**src/rtl/ysyx_23060025_icache_pkg.sv**
```systemverilog
// Shared constants for the instruction cache: AXI encodings, FSM states and default line geometry.
package ysyx_23060025_icache_pkg;

  localparam int ADDR_WIDTH_D   = 32;
  localparam int DATA_WIDTH_D   = 32;
  localparam int INDEX_WIDTH_D  = 4;
  localparam int OFFSET_WIDTH_D = 4;

  localparam logic [1:0] AXI_BURST_INCR = 2'b01;
  localparam logic [2:0] AXI_SIZE_4B    = 3'b010;
  localparam logic [1:0] AXI_RESP_OKAY  = 2'b00;

  typedef enum logic [2:0] {
    ST_IDLE    = 3'd0,
    ST_LOOKUP  = 3'd1,
    ST_MISS_AR = 3'd2,
    ST_REFILL  = 3'd3,
    ST_RESP    = 3'd4
  } icache_state_t;

endpackage

```
**src/rtl/ysyx_23060025_icache_data.sv**
```systemverilog
// Instruction cache data array: one word written per refill beat, combinational word read.
module ysyx_23060025_icache_data
  import ysyx_23060025_icache_pkg::*;
#(
  parameter int DATA_WIDTH = DATA_WIDTH_D,
  parameter int ADDR_BITS  = 6
) (
  input  logic                  clock,
  input  logic                  we,
  input  logic [ADDR_BITS-1:0]  waddr,
  input  logic [DATA_WIDTH-1:0] wdata,
  input  logic [ADDR_BITS-1:0]  raddr,
  output logic [DATA_WIDTH-1:0] rdata
);

  logic [DATA_WIDTH-1:0] mem [2**ADDR_BITS];

  always_ff @(posedge clock) begin
    if (we) mem[waddr] <= wdata;
  end

  assign rdata = mem[raddr];

endmodule

```
**src/rtl/ysyx_23060025_icache.sv**
```systemverilog
// Direct-mapped read-only instruction cache; misses refill a full line with one AXI4 INCR burst,
// fence.i drops every valid bit in a single cycle.
//
// state    | meaning
// IDLE     | waiting for a fetch; applies pending/new fence.i invalidation first
// LOOKUP   | tag compare; a hit answers this cycle, a miss goes to MISS_AR
// MISS_AR  | line-aligned read address presented until arready
// REFILL   | accepting beats into the data array until rlast
// RESP     | refilled word returned with the sticky error flag
module ysyx_23060025_icache
  import ysyx_23060025_icache_pkg::*;
#(
  parameter int ADDR_WIDTH   = ADDR_WIDTH_D,
  parameter int DATA_WIDTH   = DATA_WIDTH_D,
  parameter int INDEX_WIDTH  = INDEX_WIDTH_D,
  parameter int OFFSET_WIDTH = OFFSET_WIDTH_D
) (
  input  logic                  clock,
  input  logic                  reset,
  input  logic                  in_psel,
  input  logic [ADDR_WIDTH-1:0] in_paddr,
  output logic                  in_pready,
  output logic [DATA_WIDTH-1:0] in_prdata,
  output logic                  in_perr,
  input  logic                  fence_i_i,
  output logic                  axi_arvalid,
  input  logic                  axi_arready,
  output logic [ADDR_WIDTH-1:0] axi_araddr,
  output logic [7:0]            axi_arlen,
  output logic [2:0]            axi_arsize,
  output logic [1:0]            axi_arburst,
  input  logic                  axi_rvalid,
  output logic                  axi_rready,
  input  logic [DATA_WIDTH-1:0] axi_rdata,
  input  logic [1:0]            axi_rresp,
  input  logic                  axi_rlast,
  output logic                  hit_o,
  output logic                  miss_o
);

  localparam int TAG_WIDTH = ADDR_WIDTH - INDEX_WIDTH - OFFSET_WIDTH;
  localparam int WORD_BITS = OFFSET_WIDTH - 2;
  localparam int LINES     = 1 << INDEX_WIDTH;
  localparam int WORDS     = 1 << WORD_BITS;

  icache_state_t state, state_nxt;

  logic [ADDR_WIDTH-1:2]  addr_q;
  logic [LINES-1:0]       valid_q;
  logic [TAG_WIDTH-1:0]   tag_q [LINES];
  logic [WORD_BITS-1:0]   cnt_q;
  logic                   err_q;
  logic                   fence_pend_q;
  logic                   resp_d_q;

  logic [INDEX_WIDTH-1:0] idx;
  logic [TAG_WIDTH-1:0]   tag_a;
  logic [WORD_BITS-1:0]   word;
  logic                   hit;
  logic                   beat;
  logic                   last_beat;
  logic                   beat_err;
  logic                   fence_now;
  logic                   accept;
  logic [DATA_WIDTH-1:0]  rd_word;
  logic                   unused_paddr_lsb;

  assign unused_paddr_lsb = ^in_paddr[1:0];

  assign idx   = addr_q[OFFSET_WIDTH +: INDEX_WIDTH];
  assign tag_a = addr_q[ADDR_WIDTH-1 -: TAG_WIDTH];
  assign word  = addr_q[OFFSET_WIDTH-1:2];

  assign hit       = valid_q[idx] && (tag_q[idx] == tag_a);
  assign beat      = (state == ST_REFILL) && axi_rvalid;
  assign last_beat = beat && axi_rlast;
  assign beat_err  = (axi_rresp != AXI_RESP_OKAY);
  // An invalidate in IDLE takes priority over a new request, which is then taken next cycle.
  assign fence_now = (state == ST_IDLE) && (fence_pend_q || fence_i_i);
  // The cycle right after a response still sees the old psel from the IFU, so it is ignored.
  assign accept    = (state == ST_IDLE) && !fence_now && in_psel && !resp_d_q;

  always_ff @(posedge clock) begin
    if (!reset) state <= ST_IDLE;
    else        state <= state_nxt;
  end

  always_comb begin
    state_nxt = state;
    case (state)
      ST_IDLE:    if (accept) state_nxt = ST_LOOKUP;
      ST_LOOKUP:  state_nxt = hit ? ST_IDLE : ST_MISS_AR;
      ST_MISS_AR: if (axi_arready) state_nxt = ST_REFILL;
      ST_REFILL:  if (last_beat) state_nxt = ST_RESP;
      ST_RESP:    state_nxt = ST_IDLE;
      default:    state_nxt = ST_IDLE;
    endcase
  end

  always_comb begin
    in_pready   = 1'b0;
    in_perr     = 1'b0;
    hit_o       = 1'b0;
    miss_o      = 1'b0;
    axi_arvalid = 1'b0;
    axi_rready  = 1'b0;
    case (state)
      ST_LOOKUP: begin
        in_pready = hit;
        hit_o     = hit;
        miss_o    = !hit;
      end
      ST_MISS_AR: axi_arvalid = 1'b1;
      ST_REFILL:  axi_rready  = 1'b1;
      ST_RESP: begin
        in_pready = 1'b1;
        in_perr   = err_q;
      end
      default: ;
    endcase
  end

  always_ff @(posedge clock) begin
    if (!reset) begin
      addr_q       <= '0;
      valid_q      <= '0;
      cnt_q        <= '0;
      err_q        <= 1'b0;
      fence_pend_q <= 1'b0;
      resp_d_q     <= 1'b0;
    end else begin
      resp_d_q <= in_pready;
      if (accept) addr_q <= in_paddr[ADDR_WIDTH-1:2];

      if (fence_now)      fence_pend_q <= 1'b0;
      else if (fence_i_i) fence_pend_q <= 1'b1;

      if (beat) begin
        cnt_q <= axi_rlast ? '0 : cnt_q + 1'b1;
        err_q <= err_q | beat_err;
      end else if (state == ST_RESP) begin
        err_q <= 1'b0;
      end

      // A burst that ends early leaves the line invalid even without an error response.
      if (fence_now) valid_q <= '0;
      else if (last_beat)
        valid_q[idx] <= !(err_q || beat_err) && (cnt_q == WORD_BITS'(WORDS - 1));
    end
  end

  always_ff @(posedge clock) begin
    if (last_beat) tag_q[idx] <= tag_a;
  end

  ysyx_23060025_icache_data #(
    .DATA_WIDTH (DATA_WIDTH),
    .ADDR_BITS  (INDEX_WIDTH + WORD_BITS)
  ) u_data (
    .clock (clock),
    .we    (beat),
    .waddr ({idx, cnt_q}),
    .wdata (axi_rdata),
    .raddr ({idx, word}),
    .rdata (rd_word)
  );

  assign in_prdata   = in_pready ? rd_word : '0;
  assign axi_araddr  = {tag_a, idx, {OFFSET_WIDTH{1'b0}}};
  assign axi_arlen   = 8'(WORDS - 1);
  assign axi_arsize  = AXI_SIZE_4B;
  assign axi_arburst = AXI_BURST_INCR;

endmodule

```
**config.mk**
```make
export PLATFORM = sky130hd
export DESIGN_NAME = ysyx_23060025_icache
export DESIGN_NICKNAME = d
export VERILOG_FILES = /design/src/rtl/ysyx_23060025_icache_pkg.sv /design/src/rtl/ysyx_23060025_icache_data.sv /design/src/rtl/ysyx_23060025_icache.sv
export SDC_FILE = /design/constraint.sdc
export NUM_CORES = 2
export LEC_CHECK = 0
export BUFFER_PORTS_ARGS = -buffer_cell sky130_fd_sc_hd__buf_2
export CORE_MARGIN = 2
export CORE_UTILIZATION = 67
export CTS_CLUSTER_SIZE = 28
export DETAILED_ROUTE_END_ITERATION = 8
export GPL_TIMING_DRIVEN = 0
export PLACE_DENSITY = 0.84
export SETUP_SLACK_MARGIN = 0.5
export SLEW_MARGIN = 20
export SYNTH_ARGS = -nofsm -noshare
export SYNTH_HDL_FRONTEND = slang
export SYNTH_SLANG_ARGS = --single-unit
export TNS_END_PERCENT = 5
```
**constraint.sdc**
```tcl
create_clock -name clock -period 5.6 [get_ports clock]
set_input_delay 0.28 -clock clock [delete_from_list [all_inputs] [get_ports clock]]
set_output_delay 0.28 -clock clock [all_outputs]
set_load 0.1 [all_outputs]
```
---- Word-level counts from Yosys, hierarchy flattened ----
Memory sizes are Yosys's and may differ from the RTL's. A register that Yosys moved wholly into a read port is not among the register bits.
Cells that the tools add are included.
storage, ports and cells
  logic and storage cells ................. 71
  memories kept ........................... 2
  register bits ........................... 54
  RAM bits ................................ 2,432
  output and inout bits ................... 83
  bits of input ports ..................... 73
cells by class
  magnitude comparators ................... 2
  eq/ne operators ......................... 9
  bitwise logic cells ..................... 2
  muxes and demuxes ....................... 28
  add/subtract/negate cells ............... 1
  reductions and logical operators ........ 20
memories
  name        words  width  read ports  clocked after memory_dff  wr ports  line                             text
  u_data.mem  64     32     1           1                         1         ysyx_23060025_icache_data.sv:16  logic [DATA_WIDTH-1:0] mem [2**ADDR_BITS];
  tag_q       16     24     1           1                         1         ysyx_23060025_icache.sv:50       logic [TAG_WIDTH-1:0] tag_q [LINES];
operators with widths
  operator             count
  $mux 32              1
  $eq 24x24->1         1
  $bwmux 16            1
  $mux 1               13
  $mux 6               2
  $pmux 3 s4           1
  $logic_and 1x1->1    9
  $mux 3               3
  $mux 4               2
  $eq 3x2->1 const B   2
  $ne 2x2->1 const B   3
  $lt 4x5->1 const B   1
  $bmux 1 s4           1
  $demux 1 s4          1
  $ge 4x1->1 const B   1
  $logic_not 1->1      4
  $mux 2               2
  $reduce_bool 2->1    2
  $eq 3x1->1 const B   1
  $eq 3x3->1 const B   1
  $logic_not 3->1      1
  $reduce_and 3->1     1
  $add 2x1->2 const B  1
  $eq 2x2->1 const B   1
  other kinds (5)      6

---- Longest topological paths before layout ----
  depth in word-level cells ............... 8
  depth in mapped cells ................... 13
  depth with buffers taken out ............ 8

---- By module ----
From an unflattened synthesis, not the netlist that was laid out.
second synthesis, totals
  cell total of the unflattened synthesis .. 4,390
  area total of the unflattened synthesis .. 96,312.4 um^2
by module, submodules not included
  module                     seq. area each (um^2)  area each (um^2)  times used  cells an instance
  ysyx_23060025_icache_data  61,499.0               77,874.7          1           3,292
  ysyx_23060025_icache       12,692.2               18,437.7          1           1,098

---- Worst setup path before layout ----
Ideal clock, no wire load.
  path type ............................... register to output
  from .................................... reg with a tool-made name
  to ...................................... out hit_o
  slack ................................... 0.011 ns
  arrival time ............................ 5.309 ns
  stages on the path, launching flop included .. 13
  cells stage by stage .................... dfxtp_1 -> buf_4 -> buf_6 -> buf_6 -> buf_4 -> mux2i_1 -> a22oi_1 -> nand4_1 -> nand4_1 -> or4b_4 -> nor4_4 -> nand3_1 -> nor4_1
RTL lines
  what           line                        text
  end, declared  ysyx_23060025_icache.sv:37  output logic hit_o,

==> parameters.txt <==
Parameter                              Value

Status
  Result of the run    finished with violations
  Failing checks    negative hold slack

CTS
  TritonCTS clock tree    done
  Skew-Pair Late Insertion Delay    slightly below 0.9 ns
  Number of buffers inserted during clock tree synthesis    229
  Clock tree root buffer cell    clkbuf_16
  H-Tree Level Count    4
  Buffer levels on the longest clock path    3
  Clk slew on worst S/H paths    0.07 ns
  Total clock sinks    2,492

STA
  Transition time of the tightest slew-check pin    roughly 1.4 ns
  Setup skew after layout    0.04565 ns
  Number of failing setup endpoints in the final timing report    0
  Max-slew violations    0
  Unrepaired setup endpoints after global routing    yes
  Worst-case headroom to the max-slew limit    about 9%
  Worst Hold Slack    -0.03755 ns
  FMAX    190.3 MHz
  Fin crit share    93.84%
  Hold Violations, Final    25
  Clock period minus final worst setup slack    5.255 ns

Critical path
  Cell class contributing the biggest share of worst-path delay    buffers and inverters
  Slowest stage delay, CP    0.73 ns
  Category of the worst setup path capture point    primary output
  Crit path max fanout    10
  Data arrival time of the critical path    4.98 ns
  Category of the worst setup path launch point    register
  Worst setup path category    register to primary output
  Cell with the largest stage delay on the worst path    clkbuf_1
  Worst path buffer plus inverter count    4
  Critical Path, Cell by Cell    clkbuf_2 > clkbuf_2 > clkbuf_1 > mux4_2 > mux4_2 > mux4_2 > nor3b_4 > buf_6
  Cell repeated most along the worst path    mux4_2
  Required time worst endpoint    5.32 ns

Global route
  Vias in the first global route    52,843
  Most heavily used metal layer in global routing    met2
  Residual overflow from global routing    0
  Antenna violations before repair    26
  First-pass GRT wire length    435,100 um
  Maximum number of pins on one net before global-route repair    65
  Met2 Resource Use GR    about two thirds
  Global-route usage over all layers    44.17%
  Met3 track utilization from global routing    12.13%
  Met1 global-route usage    a little under three fifths

Floorplan
  Top Ports    156
  Die Height    382.9 um
  Starting density of the core    67.20%
  Overall die area    0.1466 mm^2
  Die extent in x    382.9 um
  Cell Rows    139
  Core Region    0.1431 mm^2

Pwr
  Power Internal    around 30 mW
  Worst ir drop on vdd    0.0004606 V
  Power Density    347.4 mW/mm^2
  Switching power share of the total    23.00%
  Net switching power figure    between 8 and 9 mW
  Flop pwr share    53.1%
  Fraction of power consumed by combinational cells    just under 6%
  Clock network power share    41.1%
  Cell leakage power    34.27 nW
  Sum of internal, switching and leakage power    38.61 mW

Layout
  Layout Nets    4,729
  Proportion of layout cells with a drive suffix above 1    34.80%
  Register Area    0.07423 mm^2
  Layout filler cell count    6,222
  Combined area of the multi-input logic cells    0.02145 mm^2
  Number of standard cells in the layout, taps in and fillers out    6,766
  Layout Area Growth over Synthesis    15.53%

Synthesis
  Post-synth design cell area    around 0.096 mm^2
  Number of flops mapped to enable cells by yosys    2,432
  Post-synthesis sequential area ratio    77.17%
  Leading cell types by total area after synthesis    edfxtp_1 76%, mux4_2 17%, dfxtp_1 1.2%
  Cell variety after synth    67
  Top FF cell, synth    edfxtp_1
  Area share of the largest cell type after synthesis    75.92%
  Dominant cell type by area after synthesis    edfxtp_1
  Ys Warns    0
  Number of instances in the synthesized netlist    4,093
  Cell with the most instances after synthesis    edfxtp_1
  Avg Synthesized Cell Area    23.50 um^2
  Post-synth ARST share    0%
  Flop and latch count out of synthesis    2,492
  Ranking of synthesized cells by instance count    2,432 x edfxtp_1, 742 x mux4_2, 140 x clkbuf_1

Job
  Max-cap violations    0

Placement
  Detailed placement HPWL    179,800 um
  Placed insts    6,255
  PortBufs    ~140
  Last weighted congestion value of the routability-driven placer    0.9609

Routing
  Remaining antenna violation count    0
  Post-detailed-routing wire length    319,900 um
  DR vias/cell    about 8
  Via Count    53,947
  Per-cell routed wire length    47.28 um
  Number of violations reported at the end of detailed-routing iteration 0    11,347
  Post-route DRC    0
  Detailed-routing iteration count for the pre-antenna-repair pass    6

Worst hold path
  Path class of the lowest-slack min-delay path    input pin to register
==> logic make-up (layout without fill, tap and decap cells) <==
family,after synthesis,count (layout),share of synthesized area (%)
AOI/OAI and AO/OA,136,136,1.039
xor gates and xnor gates,30,30,0.2732
adders and majority gates,1,1,0.01301
buffers and inverters,278,1021,1.385
DFF,2492,2492,77.17
muxes,832,832,18.34
other,2,29,0.007808
and+or+nand+nor,322,322,1.770
==> layout make-up <==
| class | count | area share [%] |
|---|---|---|
| inverter | 11 | 0.03715 |
| clock inverter | 131 | 1.005 |
| timing repair buffer | 316 | 3.542 |
| clock buffer | 296 | 5.506 |
| sequential | 2492 | 66.80 |
| multi-input combinational | 1338 | 19.30 |
| antenna | 12 | 0.02702 |
| tap | 1903 | 2.143 |
| buffer | 267 | 1.638 |
==> metrics by stage <==
| stage | setup slack, ns | utilization [%] | TNS, ns | area (um^2) |
|---|---|---|---|---|
| finish | 0.3448 | 77.64 | 0 | 111100 |
| global route | 0.3813 | 77.62 | 0 | 111100 |
| CTS | 0.4680 | 77.34 | 0 | 110700 |
| detailed placement | -0.05894 | 71.46 | -0.06558 | 102300 |
| global placement | -0.9456 | 69.38 | -119.37 | 99310 |
| floorplan | 0.5096 | - | 0 | 96250 |
==> placed cells by master (no fill, tap or decap), types with 12 or more instances in the layout <==
| cell type | count |
|---|---|
| a21boi_0 | 33 |
| a21oi_1 | 17 |
| buf_12 | 46 |
| buf_16 | 52 |
| buf_2 | 95 |
| buf_4 | 136 |
| buf_6 | 29 |
| bufinv_16 | 17 |
| clkbuf_1 | 114 |
| clkbuf_16 | 234 |
| clkbuf_2 | 62 |
| clkbuf_4 | 21 |
| clkdlybuf4s15_2 | 12 |
| clkinv_1 | 55 |
| clkinv_2 | 45 |
| conb_1 | 17 |
| dfxtp_1 | 57 |
| diode_2 | 12 |
| dlygate4sd3_1 | 57 |
| edfxtp_1 | 2432 |
| mux2_2 | 21 |
| mux2i_1 | 66 |
| mux4_2 | 742 |
| nand2_1 | 99 |
| nor2_1 | 30 |
| nor2_4 | 76 |
| nor3b_2 | 21 |
| o21ai_0 | 19 |
| xnor2_1 | 21 |
==> flip-flops by register name, summed over array words and instances, names as in the netlist, named ones only <==
signal,cells
addr_q,30
cnt_q,2
err_q,1
fence_pend_q,1
resp_d_q,1
state,3
tag_q,384
u_data.mem,2048
valid_q,16
==> power groups by stage <==
| stage | Sequential (mW) | Combinational, mW | Clock, mW |
|---|---|---|---|
| after detailed placement | 20.9 | 1.98 | 0 |
| after global placement | 20.9 | 1.86 | 0 |
| final | 20.5 | 2.24 | 15.9 |
| after global routing | 20.5 | 2.25 | 16.3 |
| after floorplan | 20.9 | 1.14 | 0 |
| after CTS | 20.5 | 2.12 | 15.7 |
==> layer usage <==
metal	vias up	part of all wire [%]
met5	-	0.048
met4	24	9.5
met3	1493	14
met2	6616	47
met1	27269	29
li1	18545	-
==> worst paths after layout <==
| kind | startpoint | endpoint | cells past startpoint | slack (ns) |
|---|---|---|---|---|
| worst max-delay path | register | in_prdata[11] | 8 | 0.34 |
| worst min-delay path | axi_rdata[15] | u_data.mem[31][15] | 1 | -0.04 |
| worst max register to register | state[1] | u_data.mem[60][25] | 8 | 1.24 |
| worst min register to register | valid_q[4] | valid_q[4] | 2 | 0.52 |
==> timing repair <==
item | in CTS | in global routing
gates resized for setup | 306 | 35
endpoints found under the setup margin | 35 | 34
endpoints found under the hold margin | 49 | 140
setup buffers | 8 | 6
cloned | 0 | 0
pin swaps | 5 | 6
hold buffers | 44 | 13
Note: power is estimated with default switching activity, not from simulation.
